## config.mk

```make
export PLATFORM = sky130hd
export DESIGN_NAME = ram_2w1r_wr_arb_flat
export DESIGN_NICKNAME = d
export VERILOG_FILES = /design/src/rtl/ram_2w1r_wr_arb_if.sv /design/src/rtl/ram_2w1r_wr_arb.sv /design/src/flat_wrapper.sv
export SDC_FILE = /design/constraint.sdc
export NUM_CORES = 1
export LEC_CHECK = 0
export CORE_AREA = 2 2 149 151
export DETAILED_ROUTE_END_ITERATION = 6
export DIE_AREA = 0 0 151 153
export PLACE_DENSITY = 0.52
export SLEW_MARGIN = 5
export SYNTH_ARGS = -nofsm -noshare
export SYNTH_HDL_FRONTEND = slang
export SYNTH_SLANG_ARGS = --single-unit
```

## constraint.sdc

```tcl
create_clock -name clk -period 8.25 [get_ports clk]
set_input_delay 2.475 -clock clk [delete_from_list [all_inputs] [get_ports clk]]
set_output_delay 2.475 -clock clk [all_outputs]
set_load 0.02 [all_outputs]
```

## src/rtl/ram_2w1r_wr_arb_if.sv

```systemverilog
// Write-side bus between NREQ requesters, the arbiter and the two RAM write ports.
// The master modport is the requester/RAM side; the slave modport is the arbiter.
interface ram_2w1r_wr_arb_if #(
    parameter int WIDTH  = 8,
    parameter int DEEPTH = 8,
    parameter int NREQ   = 4
);
    logic                     stall;
    logic [NREQ-1:0]          req_valid;
    logic [NREQ*DEEPTH-1:0]   req_addr;
    logic [NREQ*WIDTH-1:0]    req_data;
    logic [NREQ-1:0]          req_ready;

    logic [DEEPTH-1:0]        write_addr_A;
    logic [WIDTH-1:0]         write_data_A;
    logic                     write_EN_A;
    logic [DEEPTH-1:0]        write_addr_B;
    logic [WIDTH-1:0]         write_data_B;
    logic                     write_EN_B;

    modport master (
        output stall, req_valid, req_addr, req_data,
        input  req_ready,
        input  write_addr_A, write_data_A, write_EN_A,
        input  write_addr_B, write_data_B, write_EN_B
    );

    modport slave (
        input  stall, req_valid, req_addr, req_data,
        output req_ready,
        output write_addr_A, write_data_A, write_EN_A,
        output write_addr_B, write_data_B, write_EN_B
    );
endinterface

```

## src/rtl/ram_2w1r_wr_arb.sv

```systemverilog
// Rotating-priority arbiter sharing the two RAM write ports among NREQ requesters.
// Port B never carries port A's address in the same cycle, so no write is lost.
module ram_2w1r_wr_arb #(
    parameter int WIDTH  = 8,
    parameter int DEEPTH = 8,
    parameter int NREQ   = 4
) (
    input  logic                  clk,
    input  logic                  rst,
    ram_2w1r_wr_arb_if.slave      bus
);
    localparam int IW = (NREQ > 1) ? $clog2(NREQ) : 1;

    logic [IW-1:0]      r_ptr;
    logic               r_en_a;
    logic [DEEPTH-1:0]  r_addr_a;
    logic [WIDTH-1:0]   r_data_a;
    logic               r_en_b;
    logic [DEEPTH-1:0]  r_addr_b;
    logic [WIDTH-1:0]   r_data_b;

    logic [DEEPTH-1:0]  w_addr [NREQ];
    logic [WIDTH-1:0]   w_data [NREQ];

    logic               w_a_hit;
    logic [IW-1:0]      w_a_idx;
    logic               w_b_hit;
    logic [IW-1:0]      w_b_idx;
    logic [IW:0]        w_sum;
    logic [IW-1:0]      w_idx;
    logic               w_a_gnt;
    logic               w_b_gnt;
    logic [NREQ-1:0]    w_ready;

    for (genvar g = 0; g < NREQ; g++) begin : g_unpack
        assign w_addr[g] = bus.req_addr[g*DEEPTH +: DEEPTH];
        assign w_data[g] = bus.req_data[g*WIDTH +: WIDTH];
    end

    function automatic logic [IW-1:0] wrap_inc(input logic [IW-1:0] idx);
        if (idx == IW'(NREQ - 1))
            return '0;
        return idx + 1'b1;
    endfunction

    // Circular scan from r_ptr: first valid wins A, then the first later valid
    // requester with a different address wins B; the scan stops short of r_ptr.
    always_comb begin
        // NOTE: every comb output gets a default first, so no path leaves it unassigned (no latch).
        w_a_hit = 1'b0;
        w_a_idx = '0;
        w_b_hit = 1'b0;
        w_b_idx = '0;
        w_sum   = '0;
        w_idx   = '0;
        for (int k = 0; k < NREQ; k++) begin
            w_sum = {1'b0, r_ptr} + (IW+1)'(k);
            if (w_sum >= (IW+1)'(NREQ))
                w_sum = w_sum - (IW+1)'(NREQ);
            w_idx = w_sum[IW-1:0];
            if (!w_a_hit && bus.req_valid[w_idx]) begin
                w_a_hit = 1'b1;
                w_a_idx = w_idx;
            end else if (w_a_hit && !w_b_hit && bus.req_valid[w_idx]
                         && (w_addr[w_idx] != w_addr[w_a_idx])) begin
                w_b_hit = 1'b1;
                w_b_idx = w_idx;
            end
        end
    end

    assign w_a_gnt = w_a_hit && !bus.stall && !rst;
    assign w_b_gnt = w_b_hit && !bus.stall && !rst;

    always_comb begin
        w_ready = '0;
        if (w_a_gnt)
            w_ready[w_a_idx] = 1'b1;
        if (w_b_gnt)
            w_ready[w_b_idx] = 1'b1;
    end

    // NOTE: sequential state uses non-blocking assignments so every register samples pre-edge values.
    always_ff @(posedge clk) begin
        if (rst) begin
            r_ptr    <= '0;
            r_en_a   <= 1'b0;
            r_addr_a <= '0;
            r_data_a <= '0;
            r_en_b   <= 1'b0;
            r_addr_b <= '0;
            r_data_b <= '0;
        end else begin
            r_en_a <= w_a_gnt;
            r_en_b <= w_b_gnt;
            if (w_a_gnt) begin
                r_addr_a <= w_addr[w_a_idx];
                r_data_a <= w_data[w_a_idx];
            end
            if (w_b_gnt) begin
                r_addr_b <= w_addr[w_b_idx];
                r_data_b <= w_data[w_b_idx];
            end
            if (w_b_gnt)
                r_ptr <= wrap_inc(w_b_idx);
            else if (w_a_gnt)
                r_ptr <= wrap_inc(w_a_idx);
        end
    end

    assign bus.req_ready    = w_ready;
    assign bus.write_EN_A   = r_en_a;
    assign bus.write_addr_A = r_addr_a;
    assign bus.write_data_A = r_data_a;
    assign bus.write_EN_B   = r_en_b;
    assign bus.write_addr_B = r_addr_b;
    assign bus.write_data_B = r_data_b;
endmodule
```

## src/flat_wrapper.sv

```systemverilog
// flat-port wrapper written by rule: the top's interface ports become plain ports
module ram_2w1r_wr_arb_flat 
#(
    parameter int WIDTH  = 8,
    parameter int DEEPTH = 8,
    parameter int NREQ   = 4
)
  (clk, rst, bus_stall, bus_req_valid, bus_req_addr, bus_req_data, bus_req_ready, bus_write_addr_A, bus_write_data_A, bus_write_EN_A, bus_write_addr_B, bus_write_data_B, bus_write_EN_B);
  ram_2w1r_wr_arb_if #(.WIDTH(WIDTH), .DEEPTH(DEEPTH), .NREQ(NREQ)) bus_i ();
  input  logic clk;
  input  logic rst;
  input wire logic [$bits(bus_i.stall)-1:0] bus_stall;
  input wire logic [$bits(bus_i.req_valid)-1:0] bus_req_valid;
  input wire logic [$bits(bus_i.req_addr)-1:0] bus_req_addr;
  input wire logic [$bits(bus_i.req_data)-1:0] bus_req_data;
  output wire logic [$bits(bus_i.req_ready)-1:0] bus_req_ready;
  output wire logic [$bits(bus_i.write_addr_A)-1:0] bus_write_addr_A;
  output wire logic [$bits(bus_i.write_data_A)-1:0] bus_write_data_A;
  output wire logic [$bits(bus_i.write_EN_A)-1:0] bus_write_EN_A;
  output wire logic [$bits(bus_i.write_addr_B)-1:0] bus_write_addr_B;
  output wire logic [$bits(bus_i.write_data_B)-1:0] bus_write_data_B;
  output wire logic [$bits(bus_i.write_EN_B)-1:0] bus_write_EN_B;
  assign bus_i.stall = bus_stall;
  assign bus_i.req_valid = bus_req_valid;
  assign bus_i.req_addr = bus_req_addr;
  assign bus_i.req_data = bus_req_data;
  assign bus_req_ready = bus_i.req_ready;
  assign bus_write_addr_A = bus_i.write_addr_A;
  assign bus_write_data_A = bus_i.write_data_A;
  assign bus_write_EN_A = bus_i.write_EN_A;
  assign bus_write_addr_B = bus_i.write_addr_B;
  assign bus_write_data_B = bus_i.write_data_B;
  assign bus_write_EN_B = bus_i.write_EN_B;
  ram_2w1r_wr_arb #(.WIDTH(WIDTH), .DEEPTH(DEEPTH), .NREQ(NREQ)) u_core (.clk(clk), .rst(rst), .bus(bus_i));
endmodule
```

=== Word level (Yosys, flattened, before mapping) ===
Index checks and enable logic that the tools add are counted.

* Logic and storage cells: 156
* Register bits: 36
* Output and inout port bits: 38

* Reductions and logical operators: 25
* Add/sub/neg operators: 9
* Eq/ne operators: 5
* Bitwise logic cells: 9
* Mux-type cells: 81
* Magnitude comparators: 20

{| class="wikitable"
|+ Operator list
! operator !! number
|-
| 8-bit binary-select mux with 2-bit select || 10
|-
| 8-bit 2-to-1 mux || 20
|-
| 2-bit 2-to-1 mux || 20
|-
| 3-bit greater-or-equal comparator, second input constant || 11
|-
| 8-bit inequality test || 3
|-
| 2-bit NOT with 3-bit output || 8
|-
| 1-bit 2-to-1 mux || 23
|-
| 2-bit by 3-bit less-than comparator with 1-bit output, second input constant || 6
|-
| 1-bit logical AND || 17
|-
| 1-bit binary-select mux with 2-bit select || 4
|-
| 4-bit 2-to-1 mux || 2
|-
| 2-bit by 1-bit subtractor with 2-bit output, second input constant || 4
|-
| 1-bit logical NOT || 7
|-
| 2-bit by 2-bit adder with 3-bit output, second input constant || 2
|-
| 2-bit by 1-bit adder with 2-bit output, second input constant || 2
|-
| 1-bit demux with 2-bit select || 2
|-
| 2-bit == test, second input constant || 2
|-
| 2-bit by 1-bit greater-or-equal comparator with 1-bit output, second input constant || 2
|-
| 4-bit OR || 1
|-
| 2-bit by 1-bit adder with 3-bit output, second input constant || 1
|-
| 2-bit by 3-bit greater-or-equal comparator with 1-bit output, second input constant || 1
|-
| 2-bit nonzero test || 1
|}

=== Logic depth before layout (Yosys ltp) ===
Gate-level depths: netlist (run 1).

* Word-level depth: 32
* Gate-level depth with buffers: 19
* Mapped depth without buffers: 12

=== Least setup slack after synthesis (run 1) ===
Ideal clock, no wire load.

* Kind: input-to-output
* Start point: input bus_req_valid[1]
* End point: output bus_req_ready[1]
* Path buffers: 4
* Cell stages on the path: 16
* Setup slack: 381 ps
* Arrival time: 5,394 ps
* Cells stage by stage: buf_2 > nand4bb_1 > buf_2 > buf_2 > nand2_1 > o211ai_1 > o21ai_0 > nor4_1 > o22ai_1 > o31ai_4 > nand3_2 > o311ai_4 > inv_4 > buf_6 > ha_1 > a22o_1

* Word-level cells in the longest chain between the ends: 29
* Elaborated cells between the ends (all ways): 76
* Those cells by class: order compare: 4; eq/ne: 3; mux: 43; bitwise: 4; reduce/logical: 22

{| class="wikitable"
|+ Ends and longest elaborated chain
! item !! RTL line !! RTL
|-
| from (decl) || flat_wrapper.sv:13 || <nowiki>input wire logic [$bits(bus_i.req_valid)-1:0] bus_req_valid;</nowiki>
|-
| 1-bit binary-select mux with 2-bit select || ram_2w1r_wr_arb.sv:61 || <nowiki>if (!w_a_hit && bus.req_valid[w_idx]) begin</nowiki>
|-
| 1-bit 2-to-1 mux (implied by the code) || ram_2w1r_wr_arb.sv:61 ||
|-
| 2-bit 2-to-1 mux || ram_2w1r_wr_arb.sv:61 ||
|-
| 2-bit NOT with 3-bit output (implied by the code) || ram_2w1r_wr_arb.sv:65 || <nowiki>&& (w_addr[w_idx] != w_addr[w_a_idx])) begin</nowiki>
|-
| 8-bit binary-select mux with 2-bit select || ram_2w1r_wr_arb.sv:65 ||
|-
| 8-bit 2-to-1 mux (implied by the code) (2 in series) || ram_2w1r_wr_arb.sv:65 ||
|-
| 8-bit inequality test || ram_2w1r_wr_arb.sv:65 ||
|-
| 1-bit logical AND || ram_2w1r_wr_arb.sv:65 ||
|-
| [... 12 more ...] || -- ||
|-
| 2-bit 2-to-1 mux || ram_2w1r_wr_arb.sv:64 || <nowiki>end else if (w_a_hit && !w_b_hit && bus.req_valid[w_idx]</nowiki>
|-
| 2-bit 2-to-1 mux || ram_2w1r_wr_arb.sv:61 ||
|-
| 2-bit by 3-bit less-than comparator with 1-bit output (implied by the code) or 2-bit by 1-bit greater-or-equal comparator with 1-bit output (tied branches) || ram_2w1r_wr_arb.sv:80 || <nowiki>w_ready[w_b_idx] = 1'b1;</nowiki>
|-
| 1-bit logical AND (implied by the code) || ram_2w1r_wr_arb.sv:80 ||
|-
| 1-bit 2-to-1 mux (implied by the code) || ram_2w1r_wr_arb.sv:80 ||
|-
| 1-bit demux with 2-bit select || -- ||
|-
| 4-bit OR (no line) || -- ||
|-
| 4-bit 2-to-1 mux (*) || ram_2w1r_wr_arb.sv:79 || <nowiki>if (w_b_gnt)</nowiki>
|-
| to (decl) || flat_wrapper.sv:16 || <nowiki>output wire logic [$bits(bus_i.req_ready)-1:0] bus_req_ready;</nowiki>
|}

Mark *: on every way between the ends. The rest lies on a longest branch, timed or not. The select of a mux whose other input is x is not followed.

=== Worst setup path after layout (run 1) ===
* Start point: input bus_req_addr[3]
* End point: output bus_req_ready[1]

* Word-level cells in the longest chain between the ends: 25
* Elaborated cells between the ends (all ways): 51
* Those cells by class: order compare: 2; eq/ne: 3; mux: 33; bitwise: 1; reduce/logical: 12

{| class="wikitable"
|+ Ends and longest elaborated chain
! item !! RTL line !! RTL
|-
| from (decl) || flat_wrapper.sv:14 || <nowiki>input wire logic [$bits(bus_i.req_addr)-1:0] bus_req_addr;</nowiki>
|-
| 8-bit binary-select mux with 2-bit select || ram_2w1r_wr_arb.sv:65 ||
|-
| 8-bit 2-to-1 mux (implied by the code) (2 in series) || ram_2w1r_wr_arb.sv:65 ||
|-
| 8-bit inequality test || ram_2w1r_wr_arb.sv:65 ||
|-
| 1-bit logical AND || ram_2w1r_wr_arb.sv:65 ||
|-
| 1-bit 2-to-1 mux || ram_2w1r_wr_arb.sv:64 ||
|-
| 1-bit 2-to-1 mux || ram_2w1r_wr_arb.sv:61 ||
|-
| 1-bit logical NOT || ram_2w1r_wr_arb.sv:64 ||
|-
| 1-bit logical AND (2 in series) || ram_2w1r_wr_arb.sv:64 ||
|-
| [... 7 more ...] || -- ||
|-
| 2-bit 2-to-1 mux || ram_2w1r_wr_arb.sv:64 ||
|-
| 2-bit 2-to-1 mux || ram_2w1r_wr_arb.sv:61 ||
|-
| 2-bit by 3-bit less-than comparator with 1-bit output (implied by the code) or 2-bit by 1-bit greater-or-equal comparator with 1-bit output (tied branches) || ram_2w1r_wr_arb.sv:80 ||
|-
| 1-bit logical AND (implied by the code) || ram_2w1r_wr_arb.sv:80 ||
|-
| 1-bit 2-to-1 mux (implied by the code) || ram_2w1r_wr_arb.sv:80 ||
|-
| 1-bit demux with 2-bit select || -- ||
|-
| 4-bit OR (no line) || -- ||
|-
| 4-bit 2-to-1 mux (*) || ram_2w1r_wr_arb.sv:79 ||
|}

Marked as above.

==> summary.txt, run 1 <==
Run status
  – Status: finished, final reports clean

Synth
  – Syn Area/Cell: 7.506 sq um
  – Synth area leaders: dfxtp_1, mux2i_1, nand2_1
  – Synth Flop Type: dfxtp_1
  – #FFs+latches synth: 36
  – Post-synth EDFFs: 0
  – Mapped cell area: 6350 sq um
  – Synth area leader: dfxtp_1
  – Top cell type's share of synthesized area: 0.1135
  – Netlist cell types: 91
  – Synth warn: 0
  – Synth async-reset ratio: 0
  – Sequential share of the synthesized area: 0.1135
  – Syn Nets: 925
  – Post-Syn Instances: 846

Global routing
  – GR Overflow Total: 0
  – Met2 Use GR: 0.3797
  – Vias in the first global route: 7,280
  – Most Crowded Layer GR: met2
  – M1 GR Usage: 0.3134
  – GRT Util Overall: 0.2343
  – First-pass GRT wire length: 42.32 mm
  – Initial antenna violation count: 0
  – Met3 GRT Util: 0.02478
  – Largest net degree at the start of global routing: 57

Die
  – Area of the die: 23,100 sq um
  – Core Area: 21,490 sq um
  – Ports: 109
  – DIE WIDTH: 151 um
  – # rows: 54
  – Starting Density: 0.2955
  – Die span in y: 153 um

Placed design
  – Port Buffers: 108
  – Pre-CTS WS: -612.7 ps
  – Dpl cells: 1,260
  – Routability cong.: 0.9798
  – Post-DP HPWL: 19.56 mm
  – Dpl cell area: 8233 sq um

Clocking
  – CTS Sinks: 36
  – CTS tree: done
  – H-tree depth: 2
  – CTS Buf Count: 5
  – Clock root buffer master: clkbuf_16
  – Worst-Skew Late Latency: 290 ps
  – CTS max path bufs: 2
  – Clk slew on worst S/H paths: 60 ps

Route
  – Vias: 7,728
  – WL per Instance: 21.68 um
  – WL final: 27.84 mm
  – DRC: 0
  – Via density: 6.019
  – DRT Pass-1 Iters: 5
  – Antenna-violating nets left: 0
  – DR iter-0 viols: 745

Finish
  – Core Util, Final: 0.4072
  – Final Instance Area: 8748 sq um
  – Area of the multi-input gates: 5154 sq um
  – Area occupied by registers: 725.7 sq um
  – Final Non-Filler Cells: 1,284
  – FILL cells: 2,217
  – Final net count: 1,082
  – Layout cells sized above 1: 0.2610
  – Commonest non-fill, non-tap cell in the layout: buf_4
  – Commonest non-fill, non-tap cells in the layout: buf_4, nand2_1, clkdlybuf4s50_1
  – Ant. Diodes: 0
  – Layout Area Growth over Synthesis: 37.77%

Setup path
  – Slowest cell on crit path: clkdlybuf4s50_1
  – Most common cell on crit path: buf_6
  – WS Path Type: input pin to output port
  – CP arrival: 5650 ps
  – Crit path cell chain: clkdlybuf4s50_1 -> mux2_2 -> o21ai_2 -> or3_4 -> a211oi_4 -> o22ai_4 -> o31ai_4 -> buf_6 -> nand3_4 -> o311ai_4 -> buf_6 -> inv_4 -> ha_1 -> a22o_1 -> buf_6
  – WP data required: 5780 ps
  – Crit-path max FO: 4
  – CP max stage delay: 550 ps
  – Worst setup EP type: output port
  – Startpoint Class: input pin

Pwr
  – Switching Share: 0.4824
  – Total Power: 1.689 mW
  – Leak Pwr: 3.446 nW
  – Switching power: 0.8149 mW
  – Sequential power share: 0.150
  – PD cells: 193.1 nW/um^2
  – Int Pwr: 0.8743 mW
  – Clock Power Share: 0.120
  – Worst vdd ir: 86.39 uV
  – Comb pwr share: 0.729

Timing
  – Min Hold Slack: 472.5 ps
  – Setup tns final: 0 ps
  – Highest clock rate: 123.2 MHz
  – Setup WS post-layout: 129.9 ps
  – Max-slew violation count: 0
  – Skew final: 6.823 ps
  – Fin crit period: 8120 ps
  – Worst Tran Pin Value: 792.8 ps
  – Relative slew margins: 0.4715
  – Final Cycle Share: 0.9843
  – Final setup violating endpoints: 0
  – Final Hold Viols: 0

Hold path
  – Hold Path Class: flip-flop to flip-flop

Flow run
  – Maxcap violations: 0
[routing by layer]
| layer | up-vias | routed length (um) |
|---|---|---|
| met5 | - | 0 |
| met4 | 0 | 1284 |
| met3 | 67 | 1784 |
| met2 | 330 | 13080 |
| met1 | 3753 | 11690 |
| li1 | 3578 | - |
[flip-flops by register name, indices dropped and copies added (netlist names)]
| name | flops |
|---|---|
| u_core.r_ptr | 2 |
| u_core.bus.write_data_A | 8 |
| u_core.bus.write_EN_A | 1 |
| u_core.bus.write_addr_A | 8 |
| u_core.bus.write_EN_B | 1 |
| u_core.bus.write_addr_B | 8 |
| u_core.bus.write_data_B | 8 |
[path summary, 6_finish.rpt]
path                                                 start                         end  slack, ps  depth (start not counted)
worst max-delay path                       bus_req_addr[3]            bus_req_ready[1]        130                         15
worst min-delay path            u_core.bus.write_data_A[4]  u_core.bus.write_data_A[4]        470                          2
worst max register to register             u_core.r_ptr[0]  u_core.bus.write_data_B[3]       3400                         12
worst min register to register  u_core.bus.write_data_A[4]  u_core.bus.write_data_A[4]        470                          2
[cell families after synthesis]
logic type,after synthesis,synth area share
compound gates,327,0.3935
simple gates,257,0.2075
buf+inv,134,0.1115
mux,65,0.1318
flops,36,0.1135
xor+xnor,18,0.02483
fa+ha+maj,9,0.01734
[power groups by stage]
stage | clock network (mW) | logic, mW | registers (mW)
after floorplan | 0 | 0.741 | 0.275
after global placement | 0 | 1.14 | 0.257
after detailed placement | 0 | 1.15 | 0.256
after CTS | 0.207 | 1.20 | 0.253
after global routing | 0.214 | 1.32 | 0.260
final | 0.204 | 1.23 | 0.254
[worst max-delay path: cells and delay by family]
family	cells	cell delay [ps]
mux	1	210
simple gates	2	490
fa+ha+maj	1	160
compound gates	6	1270
buf+inv	5	1020
[final cells by class]
type                            count  share of cell area
Timing Repair Buffer              265              0.2627
Sequential cell                    36             0.08295
Multi-Input combinational cell    677              0.5891
Tap cell                          280             0.04005
Clock inverter                      1           0.0008581
Inverter                           18            0.008009
Clock buffer                        7             0.01630
[repair_timing]
action                                  CTS  global route
gates cloned                              1             0
setup buffers                             8             7
hold buffers                              0             0
endpoints found under the setup margin    4             4
gates resized for setup                  50            37
pin swaps                                13            23
[cell usage after synthesis (all sizes together) (6+ instances only)]
cell type and instances:
o211a 18, o2111ai 14, a311oi 6, xor2 7
a21oi 40, and3 10, mux4 13, buf 54
and2 9, a21boi 9, dfxtp 36, mux2i 43
clkbuf 61, nand3 60, o21ai 71, nand2 105
o221ai 31, a22oi 17, nand4 16, a31oi 8
a32oi 6, inv 17, mux2 9, nor2 17
a22o 7, o211ai 10, nor3 8, a211oi 12
a32o 15, a21o 22, o311ai 17, xnor2 11
ha 8
Power figures use the tool's default switching activity.
==> run 2, diff against run 1 <==
--- a/config.mk
+++ b/config.mk
@@ -9,7 +9,7 @@
 export DETAILED_ROUTE_END_ITERATION = 6
 export DIE_AREA = 0 0 151 153
 export PLACE_DENSITY = 0.52
-export SLEW_MARGIN = 5
+export SLEW_MARGIN = 20
 export SYNTH_ARGS = -nofsm -noshare
 export SYNTH_HDL_FRONTEND = slang
 export SYNTH_SLANG_ARGS = --single-unit
==> results of run 2 <==
No change in the layout: final DEF, timing and power equal those of run 1.
